**src/rtl/mem_arb_pkg.sv**
```systemverilog
// Shared encodings and the latched memory-command record for the memory request arbiter.
package mem_arb_pkg;
  typedef enum logic [1:0] {ST_IDLE = 2'd0, ST_REQ = 2'd1, ST_RESP = 2'd2} state_e;
  typedef enum logic [1:0] {OWN_NONE = 2'd0, OWN_INST = 2'd1, OWN_DATA = 2'd2} owner_e;

  localparam logic [1:0] SZ_BYTE = 2'd0;
  localparam logic [1:0] SZ_HALF = 2'd1;
  localparam logic [1:0] SZ_WORD = 2'd2;

  typedef struct packed {
    logic        wr;
    logic [1:0]  size;
    logic [3:0]  wstrb;
    logic [31:0] addr;
    logic [31:0] wdata;
  } mem_cmd_t;
endpackage

```
**src/rtl/mem_req_arbiter_if.sv**
```systemverilog
// Requester and memory-side handshake bundle; slave = arbiter view, master = environment view.
interface mem_req_arbiter_if;
  logic        inst_req;
  logic [31:0] inst_addr;
  logic        inst_addr_ok;
  logic        inst_data_ok;
  logic [31:0] inst_rdata;
  logic        inst_cancel;
  logic        data_req;
  logic        data_wr;
  logic [1:0]  data_size;
  logic [3:0]  data_wstrb;
  logic [31:0] data_addr;
  logic [31:0] data_wdata;
  logic        data_addr_ok;
  logic        data_data_ok;
  logic [31:0] data_rdata;
  logic        mem_req;
  logic        mem_wr;
  logic [1:0]  mem_size;
  logic [3:0]  mem_wstrb;
  logic [31:0] mem_addr;
  logic [31:0] mem_wdata;
  logic        mem_addr_ok;
  logic        mem_data_ok;
  logic [31:0] mem_rdata;

  modport slave (
    input  inst_req, inst_addr, inst_cancel,
    input  data_req, data_wr, data_size, data_wstrb, data_addr, data_wdata,
    input  mem_addr_ok, mem_data_ok, mem_rdata,
    output inst_addr_ok, inst_data_ok, inst_rdata,
    output data_addr_ok, data_data_ok, data_rdata,
    output mem_req, mem_wr, mem_size, mem_wstrb, mem_addr, mem_wdata
  );

  modport master (
    output inst_req, inst_addr, inst_cancel,
    output data_req, data_wr, data_size, data_wstrb, data_addr, data_wdata,
    output mem_addr_ok, mem_data_ok, mem_rdata,
    input  inst_addr_ok, inst_data_ok, inst_rdata,
    input  data_addr_ok, data_data_ok, data_rdata,
    input  mem_req, mem_wr, mem_size, mem_wstrb, mem_addr, mem_wdata
  );
endinterface

```
**src/rtl/mem_arb_grant.sv**
```systemverilog
// Grant decision for the idle arbiter: data wins unless the fetch side has been
// passed over MAX_DATA_STREAK times in a row while waiting.
module mem_arb_grant #(
  parameter int unsigned MAX_DATA_STREAK = 4
) (
  input  logic clk,
  input  logic resetn,
  input  logic inst_req,
  input  logic data_req,
  input  logic idle,
  output logic grant_inst,
  output logic grant_data
);
  localparam logic [3:0] MAX_S = 4'(MAX_DATA_STREAK);

  logic [3:0] streak_q, streak_d;
  logic       force_inst;

  assign force_inst = inst_req && (streak_q == MAX_S);
  assign grant_data = idle && data_req && !force_inst;
  assign grant_inst = idle && inst_req && !grant_data;

  // Streak counts only data grants that bypassed a waiting fetch.
  always_comb begin
    streak_d = streak_q;
    if (grant_data)
      streak_d = !inst_req ? 4'd0 : (streak_q == MAX_S) ? streak_q : streak_q + 4'd1;
    else if (grant_inst)
      streak_d = 4'd0;
  end

  always_ff @(posedge clk or negedge resetn)
    if (!resetn) streak_q <= 4'd0;
    else         streak_q <= streak_d;
endmodule

```
**src/rtl/mem_req_arbiter.sv**
```systemverilog
// Shares one sram-like port between fetch and memory stages, one transaction in flight.
module mem_req_arbiter import mem_arb_pkg::*; #(
  parameter int unsigned MAX_DATA_STREAK = 4
) (
  input  logic                clk,
  input  logic                resetn,
  mem_req_arbiter_if.slave    bus
);
  state_e   state_q, state_d;
  owner_e   owner_q, owner_d;
  logic     cancel_q, cancel_d;
  mem_cmd_t cmd_q, cmd_d;
  logic     grant_inst, grant_data, resp_done, cancel_hit;

  mem_arb_grant #(.MAX_DATA_STREAK(MAX_DATA_STREAK)) u_grant (
    .clk        (clk),
    .resetn     (resetn),
    .inst_req   (bus.inst_req),
    .data_req   (bus.data_req),
    .idle       (state_q == ST_IDLE),
    .grant_inst (grant_inst),
    .grant_data (grant_data)
  );

  // Responses only count in RESP; stray mem_data_ok in IDLE/REQ is dropped.
  assign resp_done  = (state_q == ST_RESP) && bus.mem_data_ok;
  assign cancel_hit = bus.inst_cancel &&
                      (((state_q != ST_IDLE) && (owner_q == OWN_INST)) || grant_inst);

  always_ff @(posedge clk or negedge resetn)
    if (!resetn) state_q <= ST_IDLE;
    else         state_q <= state_d;

  always_comb begin
    state_d = state_q;
    case (state_q)
      ST_IDLE: if (grant_inst || grant_data) state_d = ST_REQ;
      ST_REQ:  if (bus.mem_addr_ok)          state_d = ST_RESP;
      ST_RESP: if (bus.mem_data_ok)          state_d = ST_IDLE;
      default:                               state_d = ST_IDLE;
    endcase
  end

  always_comb begin
    owner_d  = owner_q;
    cancel_d = cancel_q;
    cmd_d    = cmd_q;
    if (grant_data) begin
      owner_d = OWN_DATA;
      cmd_d   = '{wr: bus.data_wr, size: bus.data_size, wstrb: bus.data_wstrb,
                  addr: bus.data_addr, wdata: bus.data_wdata};
    end else if (grant_inst) begin
      owner_d = OWN_INST;
      cmd_d   = '{wr: 1'b0, size: SZ_WORD, wstrb: 4'h0, addr: bus.inst_addr, wdata: 32'h0};
    end else if (resp_done) begin
      owner_d = OWN_NONE;
    end
    if (resp_done)       cancel_d = 1'b0;
    else if (cancel_hit) cancel_d = 1'b1;
  end

  always_ff @(posedge clk or negedge resetn)
    if (!resetn) begin
      owner_q  <= OWN_NONE;
      cancel_q <= 1'b0;
      cmd_q    <= '0;
    end else begin
      owner_q  <= owner_d;
      cancel_q <= cancel_d;
      cmd_q    <= cmd_d;
    end

  // A cancel arriving in the response cycle itself still suppresses the pulse.
  always_comb begin
    bus.inst_addr_ok = grant_inst;
    bus.data_addr_ok = grant_data;
    bus.mem_req      = (state_q == ST_REQ);
    bus.mem_wr       = cmd_q.wr;
    bus.mem_size     = cmd_q.size;
    bus.mem_wstrb    = cmd_q.wstrb;
    bus.mem_addr     = cmd_q.addr;
    bus.mem_wdata    = cmd_q.wdata;
    bus.inst_data_ok = resp_done && (owner_q == OWN_INST) && !(cancel_q || bus.inst_cancel);
    bus.data_data_ok = resp_done && (owner_q == OWN_DATA);
    bus.inst_rdata   = ((state_q == ST_RESP) && (owner_q == OWN_INST)) ? bus.mem_rdata : 32'h0;
    bus.data_rdata   = ((state_q == ST_RESP) && (owner_q == OWN_DATA)) ? bus.mem_rdata : 32'h0;
  end
endmodule
```
**src/flat_wrapper.sv**
```systemverilog
// flat-port wrapper written by rule: the top's interface ports become plain ports
module mem_req_arbiter_flat import mem_arb_pkg::*;
#(
  parameter int unsigned MAX_DATA_STREAK = 4
)
  (clk, resetn, bus_inst_req, bus_inst_addr, bus_inst_cancel, bus_data_req, bus_data_wr, bus_data_size, bus_data_wstrb, bus_data_addr, bus_data_wdata, bus_mem_addr_ok, bus_mem_data_ok, bus_mem_rdata, bus_inst_addr_ok, bus_inst_data_ok, bus_inst_rdata, bus_data_addr_ok, bus_data_data_ok, bus_data_rdata, bus_mem_req, bus_mem_wr, bus_mem_size, bus_mem_wstrb, bus_mem_addr, bus_mem_wdata);
  mem_req_arbiter_if bus_i ();
  input  logic clk;
  input  logic resetn;
  input wire logic [$bits(bus_i.inst_req)-1:0] bus_inst_req;
  input wire logic [$bits(bus_i.inst_addr)-1:0] bus_inst_addr;
  input wire logic [$bits(bus_i.inst_cancel)-1:0] bus_inst_cancel;
  input wire logic [$bits(bus_i.data_req)-1:0] bus_data_req;
  input wire logic [$bits(bus_i.data_wr)-1:0] bus_data_wr;
  input wire logic [$bits(bus_i.data_size)-1:0] bus_data_size;
  input wire logic [$bits(bus_i.data_wstrb)-1:0] bus_data_wstrb;
  input wire logic [$bits(bus_i.data_addr)-1:0] bus_data_addr;
  input wire logic [$bits(bus_i.data_wdata)-1:0] bus_data_wdata;
  input wire logic [$bits(bus_i.mem_addr_ok)-1:0] bus_mem_addr_ok;
  input wire logic [$bits(bus_i.mem_data_ok)-1:0] bus_mem_data_ok;
  input wire logic [$bits(bus_i.mem_rdata)-1:0] bus_mem_rdata;
  output wire logic [$bits(bus_i.inst_addr_ok)-1:0] bus_inst_addr_ok;
  output wire logic [$bits(bus_i.inst_data_ok)-1:0] bus_inst_data_ok;
  output wire logic [$bits(bus_i.inst_rdata)-1:0] bus_inst_rdata;
  output wire logic [$bits(bus_i.data_addr_ok)-1:0] bus_data_addr_ok;
  output wire logic [$bits(bus_i.data_data_ok)-1:0] bus_data_data_ok;
  output wire logic [$bits(bus_i.data_rdata)-1:0] bus_data_rdata;
  output wire logic [$bits(bus_i.mem_req)-1:0] bus_mem_req;
  output wire logic [$bits(bus_i.mem_wr)-1:0] bus_mem_wr;
  output wire logic [$bits(bus_i.mem_size)-1:0] bus_mem_size;
  output wire logic [$bits(bus_i.mem_wstrb)-1:0] bus_mem_wstrb;
  output wire logic [$bits(bus_i.mem_addr)-1:0] bus_mem_addr;
  output wire logic [$bits(bus_i.mem_wdata)-1:0] bus_mem_wdata;
  assign bus_i.inst_req = bus_inst_req;
  assign bus_i.inst_addr = bus_inst_addr;
  assign bus_i.inst_cancel = bus_inst_cancel;
  assign bus_i.data_req = bus_data_req;
  assign bus_i.data_wr = bus_data_wr;
  assign bus_i.data_size = bus_data_size;
  assign bus_i.data_wstrb = bus_data_wstrb;
  assign bus_i.data_addr = bus_data_addr;
  assign bus_i.data_wdata = bus_data_wdata;
  assign bus_i.mem_addr_ok = bus_mem_addr_ok;
  assign bus_i.mem_data_ok = bus_mem_data_ok;
  assign bus_i.mem_rdata = bus_mem_rdata;
  assign bus_inst_addr_ok = bus_i.inst_addr_ok;
  assign bus_inst_data_ok = bus_i.inst_data_ok;
  assign bus_inst_rdata = bus_i.inst_rdata;
  assign bus_data_addr_ok = bus_i.data_addr_ok;
  assign bus_data_data_ok = bus_i.data_data_ok;
  assign bus_data_rdata = bus_i.data_rdata;
  assign bus_mem_req = bus_i.mem_req;
  assign bus_mem_wr = bus_i.mem_wr;
  assign bus_mem_size = bus_i.mem_size;
  assign bus_mem_wstrb = bus_i.mem_wstrb;
  assign bus_mem_addr = bus_i.mem_addr;
  assign bus_mem_wdata = bus_i.mem_wdata;
  mem_req_arbiter #(.MAX_DATA_STREAK(MAX_DATA_STREAK)) u_core (.clk(clk), .resetn(resetn), .bus(bus_i));
endmodule
```
**config.mk**
```make
export PLATFORM = sky130hd
export DESIGN_NAME = mem_req_arbiter_flat
export DESIGN_NICKNAME = d
export VERILOG_FILES = /design/src/rtl/mem_arb_pkg.sv /design/src/rtl/mem_req_arbiter_if.sv /design/src/rtl/mem_arb_grant.sv /design/src/rtl/mem_req_arbiter.sv /design/src/flat_wrapper.sv
export SDC_FILE = /design/constraint.sdc
export NUM_CORES = 1
export LEC_CHECK = 0
export BUFFER_PORTS_ARGS = -buffer_cell sky130_fd_sc_hd__buf_2
export CORE_ASPECT_RATIO = 0.5
export CORE_MARGIN = 5
export CORE_UTILIZATION = 38
export CTS_CLUSTER_SIZE = 28
export DETAILED_ROUTE_END_ITERATION = 7
export PLACE_DENSITY_LB_ADDON = 0.15
export SYNTH_ARGS = -nofsm -noshare
export SYNTH_HDL_FRONTEND = slang
export SYNTH_SLANG_ARGS = --single-unit
```
**constraint.sdc**
```tcl
create_clock -name clk -period 2.4 [get_ports clk]
set_clock_uncertainty 0.15 [all_clocks]
set_input_delay 0.12 -clock clk [delete_from_list [all_inputs] [get_ports clk]]
set_output_delay 0.12 -clock clk [all_outputs]
set_load 0.03 [all_outputs]
```
Word level (Yosys, flattened, before mapping)
Cells that the tools add are included.

word-level totals
  word-level logic and storage cells = 62
  register bits after elaboration = 80
  output and inout port bits = 140

cells by class
  reduce and logical (&&, ||, !) cells = 26
  eq/ne operators = 9
  mux-type cells = 17
  add/sub/neg operators = 1

operators with widths
  kind                                                   count
  two-way mux 71 bit                                     2
  two-way mux 32 bit                                     2
  two-way mux 4 bit                                      4
  logical AND 1 bit                                      13
  two-way mux 2 bit                                      6
  one-hot mux 2 bit (3 select lines)                     1
  nonzero test 2 bit                                     3
  adder 4 x 1 -> 4 bit, second input constant            1
  == test 2 x 1 -> 1 bit, second input constant          2
  == test 2 bit, second input constant                   2
  == test 4 x 3 -> 1 bit, second input constant          1
  inequality test 2 bit, second input constant           2
  logical NOT 1 bit                                      3
  logical OR 1 bit                                       3
  inequality test 3 bit, second input constant           1
  AND reduction 3 bit                                    1
  nonzero test 3 bit                                     1
  logical NOT 2 bit                                      1
  two-way mux 1 bit                                      2
  inequality test 2 x 1 -> 1 bit, second input constant  1
  AND reduction 2 bit                                    1

Depth between registers and ports, before layout
  depth in word-level cells = 10
  gate-level depth with buffers = 7
  depth with buffers taken out = 5

Modules after synthesis
A second synthesis with hierarchy kept.

unflattened totals
  cell total of the unflattened synthesis = 350
  area, all modules = 3860.0 µm²

modules (own cells, without submodules)
  module           area each (µm²)  cells an instance  instances
  mem_req_arbiter  3598.5           325                1
  mem_arb_grant    261.5            25                 1

Worst setup path before layout
No wires, ideal clock.

  path type = flip-flop to output port
  start point = register u_core.u_grant.streak_q[0]
  end point = output port bus_inst_addr_ok
  data arrival time = 1.618 ns
  path slack = 0.512 ns
  buffers on the path = 2
  stages on the path, launching flop included = 8
  cells stage by stage = dfrtp_1 inv_1 ha_1 nand4b_1 and2_1 buf_2 buf_6 nor2_1

between the ends
  word-level cells in the longest chain between the ends = 6

ends and longest elaborated chain
  element                 RTL line             RTL
  start, declared         mem_arb_grant.sv:16  logic [3:0] streak_q, streak_d;
  start signal, assigned  mem_arb_grant.sv:34  else streak_q <= streak_d;
  == test 4 x 3 -> 1 bit  mem_arb_grant.sv:19  assign force_inst = inst_req && (streak_q == MAX_S);
  logical AND 1 bit       mem_arb_grant.sv:19
  logical NOT 1 bit       mem_arb_grant.sv:20  assign grant_data = idle && data_req && !force_inst;
  logical AND 1 bit       mem_arb_grant.sv:20
  logical NOT 1 bit       mem_arb_grant.sv:21  assign grant_inst = idle && inst_req && !grant_data;
  logical AND 1 bit       mem_arb_grant.sv:21
  end, declared           flat_wrapper.sv:22   output wire logic [$bits(bus_i.inst_addr_ok)-1:0] bus_inst_addr_ok;

Every way passes these cells.

Worst setup path in the final report
  start point = register u_core.u_grant.streak_q[0]
  end point = register u_core.cmd_q, in the netlist u_core.bus.mem_addr[16]

between the ends
  word-level cells in the longest chain between the ends = 7
  elaborated cells on any way between the ends = 8

ends and longest elaborated chain
  element                              RTL line               RTL
  == test 4 x 3 -> 1 bit (*)           mem_arb_grant.sv:19
  logical AND 1 bit (*)                mem_arb_grant.sv:19
  logical NOT 1 bit (*)                mem_arb_grant.sv:20
  logical AND 1 bit (*)                mem_arb_grant.sv:20
  logical NOT 1 bit                    mem_arb_grant.sv:21
  logical AND 1 bit                    mem_arb_grant.sv:21
  nonzero test 2 bit (no source line)  -
  end signal, assigned                 mem_req_arbiter.sv:70  cmd_q <= cmd_d;
  end, declared                        mem_req_arbiter.sv:12  mem_cmd_t cmd_q, cmd_d;

Mark *: on every way between the ends. The rest lies on a longest branch, timed or not.
A chain may end at the register's enable or synchronous reset.

==> results by group <==
Run status
  – Status: completed

Pwr
  – Pwr dens: between 1000 and 1500 nW/um2
  – Net Sw Power: 3.77 mW
  – P_int: roughly 4.5 mW
  – Clock power frac: 17.7%
  – VDD IR-drop max: around 0.68 mV
  – Total power: 8.27 mW
  – Sw Ratio: 45.6%
  – P_leak: approximately 3.7 nW
  – Reg power frac: between 20% and 30%
  – Combinational power share: 54.3%

Placed design
  – DP Wirelength: roughly 10,000 um
  – Placement Cell Area: 5670 um2
  – GPL Wtd Cong: 0.818
  – IO buf count: 281
  – Dpl cells: 795
  – Pre-CTS setup slack: 0.420 ns

STA
  – Hold slack final: roughly 0.021 ns
  – Fin. max-slew vios: 0
  – Final-report setup violation count: 0
  – Fin crit period: 2.32 ns
  – Slew margin rel.: 67.2%
  – Max Fclk: 432 MHz
  – Fin Setup TNS: 0 ns
  – Final hold viol count: 0
  – Final worst slack: 0.0830 ns
  – Unrepaired setup endpoints after global routing: no
  – Least-Margin Pin Slew: 0.492 ns
  – Crit share post-route: between 90% and 100%

Layout
  – Post-route design area: 7070 um2
  – Layout area overhead: 70.4%
  – Nets: between 900 and 1,000
  – Final core utilization: 67.7%
  – Non-filler cells, final: just over 900
  – Commonest non-fill, non-tap cell in the layout: buf_2
  – Share of cells above drive strength 1: 44.1%
  – Most frequent cells in the layout: buf_2, dlygate4sd3_1, dfrtp_1, nor2_1, and2_1

Hold path
  – Hold/Removal Path Class: primary input to register
  – Hold Path Origin: bus_inst_req
  – Hold-critical path endpoint: u_core.u_grant.streak_q[2]$_DFFE_PN0P_
  – Hold Path Cell Cnt: 2

Worst setup path
  – CP startpoint kind: register
  – WP depth: 7
  – RR Endpoint: u_core.bus.mem_addr[16]$_DFFE_PN0P_
  – R2r setup slk: ~0.083 ns
  – Slowest cell on crit path: dlygate4sd3_1
  – Top Family by Delay on Critical Path: buffers and inverters
  – Worst Path Max Fanout: 23
  – Worst R2R Start: u_core.u_grant.streak_q[0]$_DFFE_PN0P_
  – R2R cell count: 7
  – Worst setup path class: register to register
  – Setup crit end kind: register
  – Worst Path Required: ~2.5 ns
  – Slowest cell delay on critical path: approximately 0.6 ns
  – Worst path bufs/invs: 3
  – Worst EP arrival: roughly 2.4 ns
  – CP Cell Sequence: inv_1 -> ha_1 -> nand3b_1 -> a21boi_4 -> buf_6 -> a221oi_2 -> dlygate4sd3_1

Global routing
  – Vias in the first global route: 4,813
  – Initial antenna violation count: 2
  – Largest net degree at the start of global routing: 47
  – First-pass GRT wire length: 24,800 um
  – Overall Global Routing Usage: 23.3%
  – Grt total ovfl: 0

Floorplan
  – Die W: 158 um
  – # IOs: 282
  – Area of the core: 10,400 um2
  – Initial Util: 39.7%
  – Die area: 13,200 um2
  – Die height: 83.9 um
  – Cell Rows: 26

CTS
  – Max Root-Sink Buffers: 2
  – CTS root buf: clkbuf_16
  – Clock tree sinks: 80
  – CTS buffer count: 9
  – Clock Latency Late Sink: 0.33 ns
  – Postcts setup bufs: 0
  – CTS tree: done
  – Clk slew on worst S/H paths: 0.06 ns
  – Htree depth: 3

Routing
  – Final antenna-violating net count: 0
  – Drt wl/cell: between 15 and 20 um
  – Initial drt markers: between 200 and 300
  – Final WL: approximately 16,000 um
  – Pre-antenna DRT Iters: 5
  – Vias per cell: around 5.0
  – Residual DRC: 0
  – Via count: 4,568

Logic synthesis
  – Main flop type after synthesis: dfrtp_1
  – Cell Area, Synth: just over 4000 um2
  – Post-synth EDFFs: 0
  – Synth Net Count: between 500 and 600
  – Synth warnings: 0
  – Synth cell types: 33
  – Flops & latches, synth: 80
  – Post-synthesis area per instance: 10.4 um2
  – Sequential area share after synthesis: 48.3%
  – Synth async-reset ratio: 100%
  – Synth Instances: between 300 and 400

Run
  – Max Cap Viol: 0
## power by group through the flow
stage	sequential (mW)	combinational [mW]	clock, mW
2_1_floorplan	3.32	1.96	0
3_3_place_gp	2.32	4.10	0
3_5_place_dp	2.29	4.18	0
4_1_cts	2.30	4.45	1.51
5_1_grt	2.39	4.81	1.56
6_report	2.32	4.48	1.46
## flip-flops by register name (all words and copies together) (netlist names)
register and count:
u_core.bus.mem_addr 32, u_core.bus.mem_wdata 32, u_core.bus.mem_wstrb 4, u_core.u_grant.streak_q 4
u_core.bus.mem_size 2, u_core.owner_q 2, u_core.state_q 2, u_core.bus.mem_wr 1
u_core.cancel_q 1
## cell type report
| class | instances | area, um2 |
|---|---|---|
| antenna | 2 | 5.00 |
| clock buffer | 9 | 225 |
| clock inverter | 6 | 93.8 |
| fill | 777 | 3370 |
| inverter | 4 | 15.0 |
| multi-input combinational | 277 | 1920 |
| sequential | 80 | 2000 |
| tap | 140 | 175 |
| timing repair buffer | 401 | 2630 |
## layer usage
| layer | routed length, um | global-route usage (%) |
|---|---|---|
| met1 | 5890 | 26.2 |
| met2 | 8200 | 42.4 |
| met3 | 1140 | 6.01 |
| met4 | 408 | 8.27 |
| met5 | 0 | 0 |
## synthesized netlist by cell type, types with 3 or more instances
library cell,number,area (um2)
nand2b_1,5,31.3
nor2_1,70,263
a221oi_2,29,435
a221oi_1,3,26.3
dfrtp_1,80,2000
and2_1,65,407
a22o_1,38,333
buf_6,7,78.8
inv_1,4,15.0
clkbuf_1,7,26.3
a21oi_1,37,185
buf_2,20,100
buf_4,3,22.5
nand2_1,3,11.3
## logic make-up (layout without fill, tap and decap cells)
logic type / after synthesis / after routing / synth area share, %
AO/OA/AOI/OAI: 118 / 118 / 25.8
adder cells (fa/ha/maj): 2 / 2 / 0.603
buffers and inverters: 41 / 420 / 5.85
flip-flops: 80 / 80 / 48.3
multiplexers: 1 / 1 / 0.271
other: 0 / 2 / 0
AND/OR/NAND/NOR: 156 / 156 / 19.2
## what timing repair did
action,in CTS,in global routing
hold buffers,107,0
gates resized for setup,0,3
hold endpoints to repair,113,0
setup endpoints to repair,0,6
## worst max-delay path by stage
stage                                           start                                   to  slack (ns)
2_1_floorplan  u_core.u_grant.streak_q[0]$_DFFE_PN0P_                     bus_inst_addr_ok        0.51
3_3_place_gp   u_core.u_grant.streak_q[0]$_DFFE_PN0P_  u_core.bus.mem_addr[30]$_DFFE_PN0P_        0.53
3_5_place_dp   u_core.u_grant.streak_q[0]$_DFFE_PN0P_  u_core.bus.mem_addr[30]$_DFFE_PN0P_        0.42
4_1_cts        u_core.u_grant.streak_q[0]$_DFFE_PN0P_  u_core.bus.mem_addr[16]$_DFFE_PN0P_        0.03
5_1_grt        u_core.u_grant.streak_q[0]$_DFFE_PN0P_  u_core.bus.mem_addr[16]$_DFFE_PN0P_       0.005
6_report       u_core.u_grant.streak_q[0]$_DFFE_PN0P_  u_core.bus.mem_addr[16]$_DFFE_PN0P_        0.08
Power figures use the tool's default switching activity.
